`config.mk`:
```
export PLATFORM = sky130hd
export DESIGN_NAME = itch_msg_parser_flat
export DESIGN_NICKNAME = d
export VERILOG_FILES = /design/src/rtl/itch_pkg.sv /design/src/rtl/itch_msg_parser_if.sv /design/src/rtl/itch_msg_parser.sv /design/src/flat_wrapper.sv
export SDC_FILE = /design/constraint.sdc
export NUM_CORES = 1
export LEC_CHECK = 0
export BUFFER_PORTS_ARGS = -buffer_cell sky130_fd_sc_hd__buf_4
export CELL_PAD_IN_SITES_DETAIL_PLACEMENT = 1
export CELL_PAD_IN_SITES_GLOBAL_PLACEMENT = 1
export CORE_ASPECT_RATIO = 0.5
export CORE_UTILIZATION = 50
export CTS_BUF_LIST = sky130_fd_sc_hd__clkbuf_2 sky130_fd_sc_hd__clkbuf_4 sky130_fd_sc_hd__clkbuf_8
export DETAILED_ROUTE_END_ITERATION = 16
export PLACE_DENSITY_LB_ADDON = 0.1
export SLEW_MARGIN = 20
export SYNTH_ARGS = -nofsm -noshare
export SYNTH_HDL_FRONTEND = slang
export SYNTH_SLANG_ARGS = --single-unit
```
`constraint.sdc`:
```
create_clock -name clkIn -period 7 [get_ports clkIn]
set_input_delay 1.05 -clock clkIn [delete_from_list [all_inputs] [get_ports clkIn]]
set_output_delay 1.05 -clock clkIn [all_outputs]
set_load 0.01 [all_outputs]
```
`src/rtl/itch_pkg.sv`:
```
// Shared definitions for the ITCH message parser.
// Holds the message-type and side byte codes, the only two body lengths the
// parser decodes, the byte offsets of every field inside a message (offset 0
// is the type byte), the parser state enum and the decoded order record.
package itch_pkg;

  localparam logic [7:0] ITCH_ADD = 8'h41;
  localparam logic [7:0] ITCH_DEL = 8'h44;
  localparam logic [7:0] ITCH_BUY = 8'h42;

  localparam logic [15:0] ADD_LEN = 16'd36;
  localparam logic [15:0] DEL_LEN = 16'd19;

  // Offsets 3-4 carry the tracking number, which nothing downstream needs.
  localparam logic [15:0] OFF_LOCATE_LO = 16'd1;
  localparam logic [15:0] OFF_LOCATE_HI = 16'd2;
  localparam logic [15:0] OFF_TS_LO     = 16'd5;
  localparam logic [15:0] OFF_TS_HI     = 16'd10;
  localparam logic [15:0] OFF_REF_LO    = 16'd11;
  localparam logic [15:0] OFF_REF_HI    = 16'd18;
  localparam logic [15:0] OFF_SIDE      = 16'd19;
  localparam logic [15:0] OFF_SHARES_LO = 16'd20;
  localparam logic [15:0] OFF_SHARES_HI = 16'd23;
  localparam logic [15:0] OFF_STOCK_LO  = 16'd24;
  localparam logic [15:0] OFF_STOCK_HI  = 16'd31;
  localparam logic [15:0] OFF_PRICE_LO  = 16'd32;
  localparam logic [15:0] OFF_PRICE_HI  = 16'd35;

  typedef enum logic [2:0] {
    LEN_HI,
    LEN_LO,
    TYPE,
    BODY,
    SKIP
  } parseState_t;

  typedef struct packed {
    logic [15:0] locate;
    logic [47:0] timestamp;
    logic [63:0] orderRef;
    logic        side;
    logic [31:0] shares;
    logic [63:0] stock;
    logic [31:0] price;
  } itch_order_t;

  // True when a body offset falls inside the inclusive field range [lo, hi].
  function automatic logic inRange(input logic [15:0] idx,
                                   input logic [15:0] lo,
                                   input logic [15:0] hi);
    return (idx >= lo) && (idx <= hi);
  endfunction

endpackage

```
`src/rtl/itch_msg_parser_if.sv`:
```
// Stream/record bundle between the UDP parser, the ITCH parser and the
// order-book stage.
//   dataValidIn/dataIn      : ITCH byte stream into the parser
//   addValidOut/delValidOut : one-cycle record strobes
//   locateOut..priceOut     : decoded record fields
//   msgErrOut               : one-cycle error strobe
//   msgCntOut/errCntOut     : free-running wrap-around counters
// slave is the parser side, master is the stream source / record consumer.
interface itch_msg_parser_if #(
  parameter int CNT_W = 32
);

  logic             dataValidIn;
  logic [7:0]       dataIn;
  logic             addValidOut;
  logic             delValidOut;
  logic [15:0]      locateOut;
  logic [47:0]      timestampOut;
  logic [63:0]      orderRefOut;
  logic             sideOut;
  logic [31:0]      sharesOut;
  logic [63:0]      stockOut;
  logic [31:0]      priceOut;
  logic             msgErrOut;
  logic [CNT_W-1:0] msgCntOut;
  logic [CNT_W-1:0] errCntOut;

  modport slave (
    input  dataValidIn, dataIn,
    output addValidOut, delValidOut, locateOut, timestampOut, orderRefOut,
           sideOut, sharesOut, stockOut, priceOut, msgErrOut, msgCntOut,
           errCntOut
  );

  modport master (
    output dataValidIn, dataIn,
    input  addValidOut, delValidOut, locateOut, timestampOut, orderRefOut,
           sideOut, sharesOut, stockOut, priceOut, msgErrOut, msgCntOut,
           errCntOut
  );

endinterface

```
`src/rtl/itch_msg_parser.sv`:
```
// ITCH message parser.
// Walks the MoldUDP64 message-block stream (2-byte big-endian length, then
// the message), decodes Add Order and Order Delete messages into a
// registered record and skips every other message type by its length.
// A mid-message input stall of IDLE_TIMEOUT cycles aborts the message.
// Ports:
//   clkIn  : 250MHz clock
//   rstBIn : asynchronous active-low reset
//   bus    : stream in, record/strobes/counters out (itch_msg_parser_if.slave)
module itch_msg_parser
  import itch_pkg::*;
#(
  parameter int IDLE_TIMEOUT = 64,
  parameter int CNT_W        = 32
) (
  input  logic                  clkIn,
  input  logic                  rstBIn,
  itch_msg_parser_if.slave      bus
);

  localparam int IDLE_W = $clog2(IDLE_TIMEOUT + 1);
  localparam logic [IDLE_W-1:0] IDLE_LAST = IDLE_W'(IDLE_TIMEOUT - 1);
  localparam logic [IDLE_W-1:0] IDLE_MAX  = IDLE_W'(IDLE_TIMEOUT);

  parseState_t       state;
  logic [15:0]       len;
  logic [15:0]       byteIdx;
  logic [7:0]        msgType;
  logic [IDLE_W-1:0] idleCnt;
  itch_order_t       shadow;
  itch_order_t       nextShadow;
  itch_order_t       rec;
  logic              addValid;
  logic              delValid;
  logic              msgErr;
  logic [CNT_W-1:0]  msgCnt;
  logic [CNT_W-1:0]  errCnt;

  logic              accept;
  logic [7:0]        byteIn;
  logic              lastByte;
  logic              timeoutHit;

  // Every field is a shift register that takes its bytes MSB first, so each
  // field is fully overwritten by the bytes of the current message and the
  // record can be published on the last-byte edge with the final byte merged
  // in combinationally, without an extra pipeline cycle.
  always_comb begin
    accept     = bus.dataValidIn;
    byteIn     = bus.dataIn;
    lastByte   = (byteIdx == (len - 16'd1));
    timeoutHit = !accept && (state != LEN_HI) && (idleCnt == IDLE_LAST);
    nextShadow = shadow;
    if (state == BODY && accept) begin
      if (inRange(byteIdx, OFF_LOCATE_LO, OFF_LOCATE_HI))
        nextShadow.locate = {shadow.locate[7:0], byteIn};
      if (inRange(byteIdx, OFF_TS_LO, OFF_TS_HI))
        nextShadow.timestamp = {shadow.timestamp[39:0], byteIn};
      if (inRange(byteIdx, OFF_REF_LO, OFF_REF_HI))
        nextShadow.orderRef = {shadow.orderRef[55:0], byteIn};
      if (byteIdx == OFF_SIDE)
        nextShadow.side = (byteIn == ITCH_BUY);
      if (inRange(byteIdx, OFF_SHARES_LO, OFF_SHARES_HI))
        nextShadow.shares = {shadow.shares[23:0], byteIn};
      if (inRange(byteIdx, OFF_STOCK_LO, OFF_STOCK_HI))
        nextShadow.stock = {shadow.stock[55:0], byteIn};
      if (inRange(byteIdx, OFF_PRICE_LO, OFF_PRICE_HI))
        nextShadow.price = {shadow.price[23:0], byteIn};
    end
  end

  // Parser FSM, capture registers, record outputs and counters.
  // The timeout branch is only reachable with no byte offered, so a byte
  // arriving on the expiry cycle is always consumed normally. Strobes default
  // low each cycle; msgErr and the record strobes are set on mutually
  // exclusive paths, so they can never coincide.
  always_ff @(posedge clkIn or negedge rstBIn) begin
    if (!rstBIn) begin
      state    <= LEN_HI;
      len      <= '0;
      byteIdx  <= '0;
      msgType  <= '0;
      idleCnt  <= '0;
      shadow   <= '0;
      rec      <= '0;
      addValid <= 1'b0;
      delValid <= 1'b0;
      msgErr   <= 1'b0;
      msgCnt   <= '0;
      errCnt   <= '0;
    end else begin
      addValid <= 1'b0;
      delValid <= 1'b0;
      msgErr   <= 1'b0;

      if (accept)
        idleCnt <= '0;
      else if (state != LEN_HI && idleCnt != IDLE_MAX)
        idleCnt <= idleCnt + 1'b1;

      if (timeoutHit) begin
        state   <= LEN_HI;
        idleCnt <= '0;
        msgErr  <= 1'b1;
        errCnt  <= errCnt + 1'b1;
      end else if (accept) begin
        case (state)
          LEN_HI: begin
            len[15:8] <= byteIn;
            state     <= LEN_LO;
          end
          LEN_LO: begin
            len[7:0] <= byteIn;
            if ({len[15:8], byteIn} == 16'd0) begin
              state <= LEN_HI;
            end else begin
              byteIdx <= '0;
              state   <= TYPE;
            end
          end
          TYPE: begin
            msgType <= byteIn;
            byteIdx <= 16'd1;
            if (len == 16'd1) begin
              msgCnt <= msgCnt + 1'b1;
              state  <= LEN_HI;
            end else if ((byteIn == ITCH_ADD && len == ADD_LEN) ||
                         (byteIn == ITCH_DEL && len == DEL_LEN)) begin
              state <= BODY;
            end else if (byteIn == ITCH_ADD || byteIn == ITCH_DEL) begin
              msgErr <= 1'b1;
              errCnt <= errCnt + 1'b1;
              state  <= SKIP;
            end else begin
              state <= SKIP;
            end
          end
          BODY: begin
            shadow  <= nextShadow;
            byteIdx <= byteIdx + 16'd1;
            if (lastByte) begin
              state  <= LEN_HI;
              msgCnt <= msgCnt + 1'b1;
              // Deletes refresh only the shared fields; the Add-only fields
              // keep describing the last Add record.
              if (msgType == ITCH_ADD) begin
                rec      <= nextShadow;
                addValid <= 1'b1;
              end else begin
                rec.locate    <= nextShadow.locate;
                rec.timestamp <= nextShadow.timestamp;
                rec.orderRef  <= nextShadow.orderRef;
                delValid      <= 1'b1;
              end
            end
          end
          SKIP: begin
            byteIdx <= byteIdx + 16'd1;
            if (lastByte) begin
              state  <= LEN_HI;
              msgCnt <= msgCnt + 1'b1;
            end
          end
          default: state <= LEN_HI;
        endcase
      end
    end
  end

  assign bus.addValidOut  = addValid;
  assign bus.delValidOut  = delValid;
  assign bus.msgErrOut    = msgErr;
  assign bus.locateOut    = rec.locate;
  assign bus.timestampOut = rec.timestamp;
  assign bus.orderRefOut  = rec.orderRef;
  assign bus.sideOut      = rec.side;
  assign bus.sharesOut    = rec.shares;
  assign bus.stockOut     = rec.stock;
  assign bus.priceOut     = rec.price;
  assign bus.msgCntOut    = msgCnt;
  assign bus.errCntOut    = errCnt;

endmodule
```
`src/flat_wrapper.sv`:
```
// flat-port wrapper written by rule: the top's interface ports become plain ports
module itch_msg_parser_flat import itch_pkg::*;
#(
  parameter int IDLE_TIMEOUT = 64,
  parameter int CNT_W        = 32
)
  (clkIn, rstBIn, bus_dataValidIn, bus_dataIn, bus_addValidOut, bus_delValidOut, bus_locateOut, bus_timestampOut, bus_orderRefOut, bus_sideOut, bus_sharesOut, bus_stockOut, bus_priceOut, bus_msgErrOut, bus_msgCntOut, bus_errCntOut);
  itch_msg_parser_if #(.CNT_W(CNT_W)) bus_i ();
  input  logic clkIn;
  input  logic rstBIn;
  input wire logic [$bits(bus_i.dataValidIn)-1:0] bus_dataValidIn;
  input wire logic [$bits(bus_i.dataIn)-1:0] bus_dataIn;
  output wire logic [$bits(bus_i.addValidOut)-1:0] bus_addValidOut;
  output wire logic [$bits(bus_i.delValidOut)-1:0] bus_delValidOut;
  output wire logic [$bits(bus_i.locateOut)-1:0] bus_locateOut;
  output wire logic [$bits(bus_i.timestampOut)-1:0] bus_timestampOut;
  output wire logic [$bits(bus_i.orderRefOut)-1:0] bus_orderRefOut;
  output wire logic [$bits(bus_i.sideOut)-1:0] bus_sideOut;
  output wire logic [$bits(bus_i.sharesOut)-1:0] bus_sharesOut;
  output wire logic [$bits(bus_i.stockOut)-1:0] bus_stockOut;
  output wire logic [$bits(bus_i.priceOut)-1:0] bus_priceOut;
  output wire logic [$bits(bus_i.msgErrOut)-1:0] bus_msgErrOut;
  output wire logic [$bits(bus_i.msgCntOut)-1:0] bus_msgCntOut;
  output wire logic [$bits(bus_i.errCntOut)-1:0] bus_errCntOut;
  assign bus_i.dataValidIn = bus_dataValidIn;
  assign bus_i.dataIn = bus_dataIn;
  assign bus_addValidOut = bus_i.addValidOut;
  assign bus_delValidOut = bus_i.delValidOut;
  assign bus_locateOut = bus_i.locateOut;
  assign bus_timestampOut = bus_i.timestampOut;
  assign bus_orderRefOut = bus_i.orderRefOut;
  assign bus_sideOut = bus_i.sideOut;
  assign bus_sharesOut = bus_i.sharesOut;
  assign bus_stockOut = bus_i.stockOut;
  assign bus_priceOut = bus_i.priceOut;
  assign bus_msgErrOut = bus_i.msgErrOut;
  assign bus_msgCntOut = bus_i.msgCntOut;
  assign bus_errCntOut = bus_i.errCntOut;
  itch_msg_parser #(.IDLE_TIMEOUT(IDLE_TIMEOUT), .CNT_W(CNT_W)) u_core (.clkIn(clkIn), .rstBIn(rstBIn), .bus(bus_i));
endmodule
```
==> results of run 1 <==
-- synthesized netlist by cell type (8+ instances only) --
cell type	count
sky130_fd_sc_hd__or3_1	10
sky130_fd_sc_hd__buf_2	10
sky130_fd_sc_hd__nor3_1	26
sky130_fd_sc_hd__ha_1	11
sky130_fd_sc_hd__nand3_1	28
sky130_fd_sc_hd__nor4_1	17
sky130_fd_sc_hd__o21ai_0	33
sky130_fd_sc_hd__a211oi_1	9
sky130_fd_sc_hd__clkbuf_1	54
sky130_fd_sc_hd__nand2_1	59
sky130_fd_sc_hd__xnor2_1	46
sky130_fd_sc_hd__a21oi_1	14
sky130_fd_sc_hd__o31ai_1	9
sky130_fd_sc_hd__dfrtp_1	631
sky130_fd_sc_hd__buf_4	13
sky130_fd_sc_hd__nand4_1	17
sky130_fd_sc_hd__xor2_1	37
sky130_fd_sc_hd__and3_1	8
sky130_fd_sc_hd__buf_6	11
sky130_fd_sc_hd__mux2_2	298
sky130_fd_sc_hd__mux2_1	237
sky130_fd_sc_hd__o211ai_1	14
sky130_fd_sc_hd__nor2_1	50
sky130_fd_sc_hd__inv_1	30
sky130_fd_sc_hd__a31oi_1	8
-- cell type report --
type	instances	area, sq um
Fill cell	4841	19640
Inverter	30	112.6
Tap cell	690	863.3
Clock inverter	9	141.4
Sequential cell	631	15790
Timing Repair Buffer	350	2689
Multi-Input combinational cell	1014	9230
Clock buffer	154	1901
-- path summary, 6_finish.rpt --
path,to,start,cells after the start
setup reg to reg,u_core.bus.timestampOut[10],u_core.len[2],9
min in group asynchronous,u_core.shadow[187],rstBIn,1
max in group asynchronous,u_core.bus.sharesOut[17],rstBIn,2
hold / removal,u_core.bus.msgCntOut[31],u_core.bus.msgCntOut[31],1
hold reg to reg,u_core.bus.msgCntOut[31],u_core.bus.msgCntOut[31],1
setup / recovery,u_core.bus.timestampOut[10],u_core.len[2],9
-- stage by stage --
step	cell area [sq um]	worst slack, ns
after floorplan	25570	3.514
after global placement	28670	2.471
after detailed placement	28670	2.411
after CTS	30710	2.420
after global routing	30730	2.128
final	30730	2.446
-- flip-flops by register name, summed over array words and instances, names as in the netlist, 7 cells and up --
name	cells
u_core.byteIdx	16
u_core.idleCnt	7
u_core.bus.sharesOut	32
u_core.len	16
u_core.bus.orderRefOut	64
u_core.bus.timestampOut	48
u_core.msgType	8
u_core.bus.msgCntOut	32
u_core.bus.stockOut	64
u_core.bus.errCntOut	32
u_core.bus.priceOut	32
u_core.shadow	257
u_core.bus.locateOut	16
-- cells by family after synthesis --
logic type | count (synthesis) | share of synthesized area [%]
buffers and inverters | 123 | 2.369
adders and majority gates | 11 | 0.5383
and+or+nand+nor | 264 | 5.520
xor gates and xnor gates | 83 | 2.843
muxes | 535 | 23.56
DFF | 631 | 61.76
AOI/OAI and AO/OA | 121 | 3.401
-- worst max-delay path, delay by kind of cell, from the launching register on --
| family | cells | cell delay (ns) |
|---|---|---|
| muxes | 1 | 0.40 |
| AOI/OAI and AO/OA | 1 | 0.09 |
| and+or+nand+nor | 5 | 1.84 |
| buffers and inverters | 2 | 1.56 |
| DFF | 1 | 0.48 |
-- report_power, final --
group	internal, mW	leakage (nW)	total [mW]	switching (mW)
clock network	1.82	1.09	3.24	1.42
logic	0.328	6.17	0.855	0.527
registers	3.79	8.69	3.99	0.194
total	5.94	15.9	8.08	2.14
-- routing by layer --
metal  global-route usage [%]  part of all wire (%)
met1                    31.92                    44
met2                    39.13                    50
met3                    4.850                   4.0
met4                    5.563                   1.7
met5                        0                     0
==> key figures, run 1 <==
Power and ir drop
  – Peak ir drop on the vdd network: 0.2297 mV
  – Overall power after layout: 8.078 mW
  – PwrDens: approximately 260 mW/mm^2
  – Leak Pwr: 15.95 nW

Yosys
  – Total number of yosys warnings: 0
  – Distinct cell type count after synthesis: 64
  – Cell type contributing the most total cell area after synthesis: sky130_fd_sc_hd__dfrtp_1
  – Number of synthesized register bits: 631
  – Share of the yosys chip area belonging to registers: 61.76%
  – Synth Net Count: 1790
  – Syn avg cell area: 14.46 sq um
  – Post-synth ARST share: 100.0%
  – Largest cells by area after synthesis: sky130_fd_sc_hd__dfrtp_1 62%, sky130_fd_sc_hd__mux2_2 13%, sky130_fd_sc_hd__mux2_1 10%
  – Synthesized netlist cell count: 1768
  – Yosys top cell area share: 61.76%
  – Cell area after synthesis: 0.02557 sq mm
  – Ys flop type: sky130_fd_sc_hd__dfrtp_1
  – Count of flip-flops with a built-in enable after synthesis: 0

Timing
  – Final hold violation count: 0
  – Final clock skew: 0.02032 ns
  – Fin crit period: approximately 4.6 ns
  – Final TNS setup: 0 ns
  – Count of pins over their slew limit: 0
  – Share of the cycle needed by the critical path after routing: between 60% and 70%
  – Final-layout worst hold slack: 0.4745 ns
  – Final setup violation count: 0
  – Worst-margin pin slew: 1.053 ns
  – Tightest slew margin relative to the limit: 29.82%
  – Maximum achievable frequency: 219.6 MHz
  – RSZ-0062 raised after global routing: false

Worst hold path
  – Hold Crit Class: reg -> reg

Worst setup path
  – Startpoint types: flop
  – Maximum fanout along the worst path: 76
  – Crit end category: flop
  – Worst R2R Setup Slack: around 2.4 ns
  – Required time reported for the critical path endpoint: 7.54 ns
  – Delay contributed by the slowest stage of the critical path: 0.94 ns
  – Critical Path Slowest Stage Cell: sky130_fd_sc_hd__buf_4
  – Cell breakdown of the critical path: nor4_4 > nand3_2 > nor4bb_1 > a2111oi_2 > and4_1 > nand2_4 > buf_4 > buf_4 > mux2_1
  – CP Data Arrival Time: just over 5 ns
  – Worst setup path class: reg -> reg
  – Most common cell on crit path: sky130_fd_sc_hd__buf_4

Cells and area
  – Most common cell after layout, fill and taps aside: sky130_fd_sc_hd__dfrtp_1
  – Most frequent cells in the layout: 631 x sky130_fd_sc_hd__dfrtp_1, 344 x sky130_fd_sc_hd__buf_4, 298 x sky130_fd_sc_hd__mux2_2, 237 x sky130_fd_sc_hd__mux2_1, 119 x sky130_fd_sc_hd__clkbuf_8
  – Share of cells above drive strength 1: 38.25%
  – Area growth from synthesis to final layout: 20.19%
  – Nets: 2139
  – Number of standard cells in the layout, taps in and fillers out: 2878
  – Util after Layout: 61.01%
  – Antenna diodes: 0

Clocking
  – Master cell of the clock root buffer: sky130_fd_sc_hd__clkbuf_8
  – Cts bufs inserted: 90
  – Setup fix buffers added after clock tree synthesis: 0
  – H-tree depth: 3
  – CTS tree: done
  – Clock Sinks: 631
  – Post-CTS resize count: 0
  – Hold buffer count at cts: 0
  – Buffer levels on the longest clock path: 3
  – Latest clock arrival within the worst-skew pair: 0.67 ns
  – Clock input transition at the sequential cells of the worst setup and hold paths: 0.07 ns

Placed design
  – HPWL Detailed: roughly 39 mm
  – Placer Congestion: 0.8578
  – Number of instances in the placed design: 2714
  – Buffers added on ports: 334

GRT
  – Tot GR Track Use: around a quarter
  – Wire length of the first global-routing pass: 96.23 mm
  – GR Overflow Total: 0
  – Vias in the first global route: 16510
  – Pin count of the biggest net entering global routing: between 100 and 150
  – Initial antenna violation count: 2

Route
  – Total number of vias: 15320
  – Iter 0 DRT Violations: 819
  – Final Routed Wirelength: roughly 59 mm
  – ANT nets after route: 0
  – Ratio of routed vias to standard cells: about 5.3
  – Wire length per cell: 20.55 um
  – Remaining DRCs: 0
  – Number of iterations in the first detailed-routing pass: 4

Run
  – Number of violations of the max-capacitance limit: 0

Floorplanning
  – DIE WIDTH: 321.8 um
  – Cell row count: 58
  – Die area: 0.05210 sq mm
  – Initial Util: 50.76%
  – Core area: 0.05036 sq mm
  – Number of placed I/O pins: about 340
  – Die outline height: 161.9 um

Outcome
  – Status: complete, no violations
No activity file was read; power rests on OpenSTA's default activity.
==> run 2, diff against run 1 <==
--- a/config.mk
+++ b/config.mk
@@ -9,7 +9,7 @@
 export CELL_PAD_IN_SITES_DETAIL_PLACEMENT = 1
 export CELL_PAD_IN_SITES_GLOBAL_PLACEMENT = 1
 export CORE_ASPECT_RATIO = 0.5
-export CORE_UTILIZATION = 50
+export CORE_UTILIZATION = 45
 export CTS_BUF_LIST = sky130_fd_sc_hd__clkbuf_2 sky130_fd_sc_hd__clkbuf_4 sky130_fd_sc_hd__clkbuf_8
 export DETAILED_ROUTE_END_ITERATION = 16
 export PLACE_DENSITY_LB_ADDON = 0.1
==> constraint.sdc (replaced) <==
create_clock -name clkIn -period 3.92 [get_ports clkIn]
set_input_delay 0.588 -clock clkIn [delete_from_list [all_inputs] [get_ports clkIn]]
set_output_delay 0.588 -clock clkIn [all_outputs]
set_load 0.01 [all_outputs]
==> key figures, run 2 (synthesis gave the netlist of run 1 again) <==
Outcome
  – Status: complete, no violations

GRT
  – Met3 track demand over resource in global routing: 4.600% (-0.25 points)
  – Gr busiest metal: met2
  – Vias in the first global route: 16560 (+0.26%)
  – Met2 layer usage reported by global route: 34.76% (-4.4 points)
  – Initial antenna violation count: 2 (unchanged)
  – Grt met1 use: 28.89% (-3.0 points)
  – GR Overflow Total: 0 (unchanged)
  – Pin count of the biggest net entering global routing: 100 (-33%)
  – Tot GR Track Use: 21.26% (-2.3 points)
  – Wire length of the first global-routing pass: 96.46 mm (+0.24%)

Worst setup path
  – Destination of the worst register-to-register timing path: u_core.bus.stockOut[33]
  – Required time reported for the critical path endpoint: 4.47 ns (-3.07 ns)
  – Crit end category: flop
  – Worst setup path class: reg -> reg
  – Number of cell instances on the worst register-to-register path: 8 (-1)
  – Reg-to-reg critical path startpoint: u_core.len[2]
  – CP Data Arrival Time: 4.03 ns (-1.07 ns)
  – Critical Path Slowest Stage Cell: sky130_fd_sc_hd__nor4_4
  – Cell breakdown of the critical path: nor4_4 > o2111ai_1 > a32o_1 > nor4_1 > nand4_1 > nor3_4 > buf_12 > mux2_1
  – Buffers & Inverters on Critical Path: 1 (-1)
  – Worst R2R Setup Slack: 0.44 ns (-2.01 ns)
  – Startpoint types: flop
  – Maximum fanout along the worst path: 40 (-47%)
  – Cell class contributing the biggest share of worst-path delay: simple AND/OR/NAND/NOR gates
  – Crit. Startpoint: u_core.len[2]
  – WP depth: 8 (-1)
  – Timing endpoint of the critical path: u_core.bus.stockOut[33]
  – Delay contributed by the slowest stage of the critical path: 0.56 ns (-0.38 ns)

Timing
  – Tightest slew margin relative to the limit: 36.67% (+6.9 points)
  – Final setup violation count: 0 (unchanged)
  – Share of the cycle needed by the critical path after routing: 88.86% (+24 points)
  – RSZ-0062 raised after global routing: false
  – Final clock skew: 0.02625 ns (+0.005937 ns)
  – Fin crit period: 3.483 ns (-1.070 ns)
  – Worst-margin pin slew: 0.9499 ns (-0.1028 ns)
  – Final TNS setup: 0 ns (unchanged)
  – Final hold violation count: 0 (unchanged)
  – Count of pins over their slew limit: 0 (unchanged)
  – Final-layout worst hold slack: 0.2928 ns (-0.1816 ns)
  – Maximum achievable frequency: 287.1 MHz (+31%)

Power and ir drop
  – Leak Pwr: 16.07 nW (+0.74%)
  – Sequential share of power: 50.4% (+1.1 points)
  – PwrDens: 454.8 mW/mm^2 (+73%)
  – Peak ir drop on the vdd network: 0.2487 mV (+8.2%)
  – Internal power: 10.35 mW (+74%)
  – Part of the power in the clock network: 38.8% (-1.3 points)
  – Switching Fraction: 26.72% (+0.27 points)
  – P_sw: 3.773 mW (+77%)
  – Combinational Power Share: 10.8% (+0.2 points)

Placed design
  – Area after detailed placement: 0.02913 sq mm (+1.6%)
  – Number of instances in the placed design: 2809 (+3.5%)
  – Placer Congestion: 0.8160 (-4.9%)
  – Buffers added on ports: 334 (unchanged)
  – HPWL Detailed: 40.68 mm (+4.8%)

Cells and area
  – Fill cell total of the finished layout: 5456 (+13%)
  – Largest register by flop count: u_core.shadow
  – Final instance area: 0.03105 sq mm (+1.1%)
  – Util after Layout: 55.66% (-5.4 points)
  – Number of flip-flops under the largest register name: 257 (unchanged)
  – Nets: 2168 (+1.4%)
  – Share of cells above drive strength 1: 38.78% (+0.52 points)
  – Number of standard cells in the layout, taps in and fillers out: 2968 (+3.1%)
  – Most frequent cells in the layout: 631 x sky130_fd_sc_hd__dfrtp_1, 360 x sky130_fd_sc_hd__buf_4, 298 x sky130_fd_sc_hd__mux2_2, 237 x sky130_fd_sc_hd__mux2_1, 115 x sky130_fd_sc_hd__clkbuf_8
  – Most common cell after layout, fill and taps aside: sky130_fd_sc_hd__dfrtp_1
  – Area growth from synthesis to final layout: 21.47%

Route
  – Iter 0 DRT Violations: 731 (-11%)
  – Ratio of routed vias to standard cells: 5.230 (-1.8%)
  – Total number of vias: 15520 (+1.3%)
  – Wire length per cell: 20.15 um (-1.9%)
  – Number of iterations in the first detailed-routing pass: 4 (unchanged)
  – Remaining DRCs: 0 (unchanged)
  – Final Routed Wirelength: 59.81 mm (+1.1%)
  – ANT nets after route: 0 (unchanged)

Clocking
  – CTS tree: done
  – Buffer levels on the longest clock path: 3 (unchanged)
  – H-tree depth: 3 (unchanged)
  – Cts bufs inserted: 90 (unchanged)
  – Master cell of the clock root buffer: sky130_fd_sc_hd__clkbuf_8
  – Clock input transition at the sequential cells of the worst setup and hold paths: 0.06 ns (about the same)
  – Clock Sinks: 631 (unchanged)
  – Latest clock arrival within the worst-skew pair: 0.67 ns (about the same)

Run
  – Number of violations of the max-capacitance limit: 0 (unchanged)

Floorplanning
  – Die area: 0.05783 sq mm (+11%)
  – Cell row count: 61 (+5.2%)
  – DIE WIDTH: 339.1 um (+5.4%)
  – Die outline height: 170.5 um (+5.3%)
  – Initial Util: 45.82% (-4.9 points)
  – Core area: 0.05579 sq mm (+11%)
  – Number of placed I/O pins: 335 (unchanged)

Worst hold path
  – Hold Crit Class: in -> reg
run 2: how the worst min path moves through the flow:
stage	start	to	slack, ns	depth (start not counted)
finish	bus_dataValidIn	u_core.idleCnt[4]	0.29	2
detailed placement	u_core.bus.errCntOut[31]	u_core.bus.errCntOut[31]	0.47	1
floorplan	rstBIn	u_core.bus.addValidOut	0.29	0
global route	bus_dataValidIn	u_core.idleCnt[4]	0.28	2
global placement	u_core.bus.msgCntOut[31]	u_core.bus.msgCntOut[31]	0.46	1
CTS	bus_dataValidIn	u_core.idleCnt[4]	0.24	2
run 2: power groups by stage:
stage / Combinational (mW) / Clock [mW] / Sequential [mW]
floorplan: 1.09 / 0 / 7.08
global placement: 1.50 / 0 / 7.23
detailed placement: 1.54 / 0 / 7.24
CTS: 1.54 / 5.67 / 7.12
global route: 1.72 / 5.94 / 7.16
finish: 1.53 / 5.47 / 7.12
run 2: layout make-up:
class | instances | area, sq um | area share [%]
repair buffers | 379 | 3068 | 9.880
inverters | 30 | 112.6 | 0.3626
clock inverters | 12 | 105.1 | 0.3385
diodes | 2 | 5.005 | 0.01612
well taps | 756 | 945.9 | 3.046
multi-input cells | 1014 | 9226 | 29.71
flip-flops and latches | 631 | 15790 | 50.85
clock buffers | 144 | 1800 | 5.798
run 2: stage by stage:
| stage | worst slack [ns] | power [mW] |
|---|---|---|
| global placement | 0.2796 | 8.729 |
| detailed placement | 0.1763 | 8.776 |
| global route | 0.1546 | 14.83 |
| floorplan | 0.8961 | 8.164 |
| CTS | 0.4575 | 14.33 |
| finish | 0.4365 | 14.12 |
run 2: timing repair:
action,4_1_cts,5_1_grt
gates resized for setup,0,0
endpoints found under the hold margin,14,0
buffers inserted,0,0
hold buffers,1,0
run 2: routing by layer:
metal	wire length (um)	share of wire (%)
met1	26710	45
met2	29130	49
met3	2784	4.7
met4	1194	2.0
met5	0	0
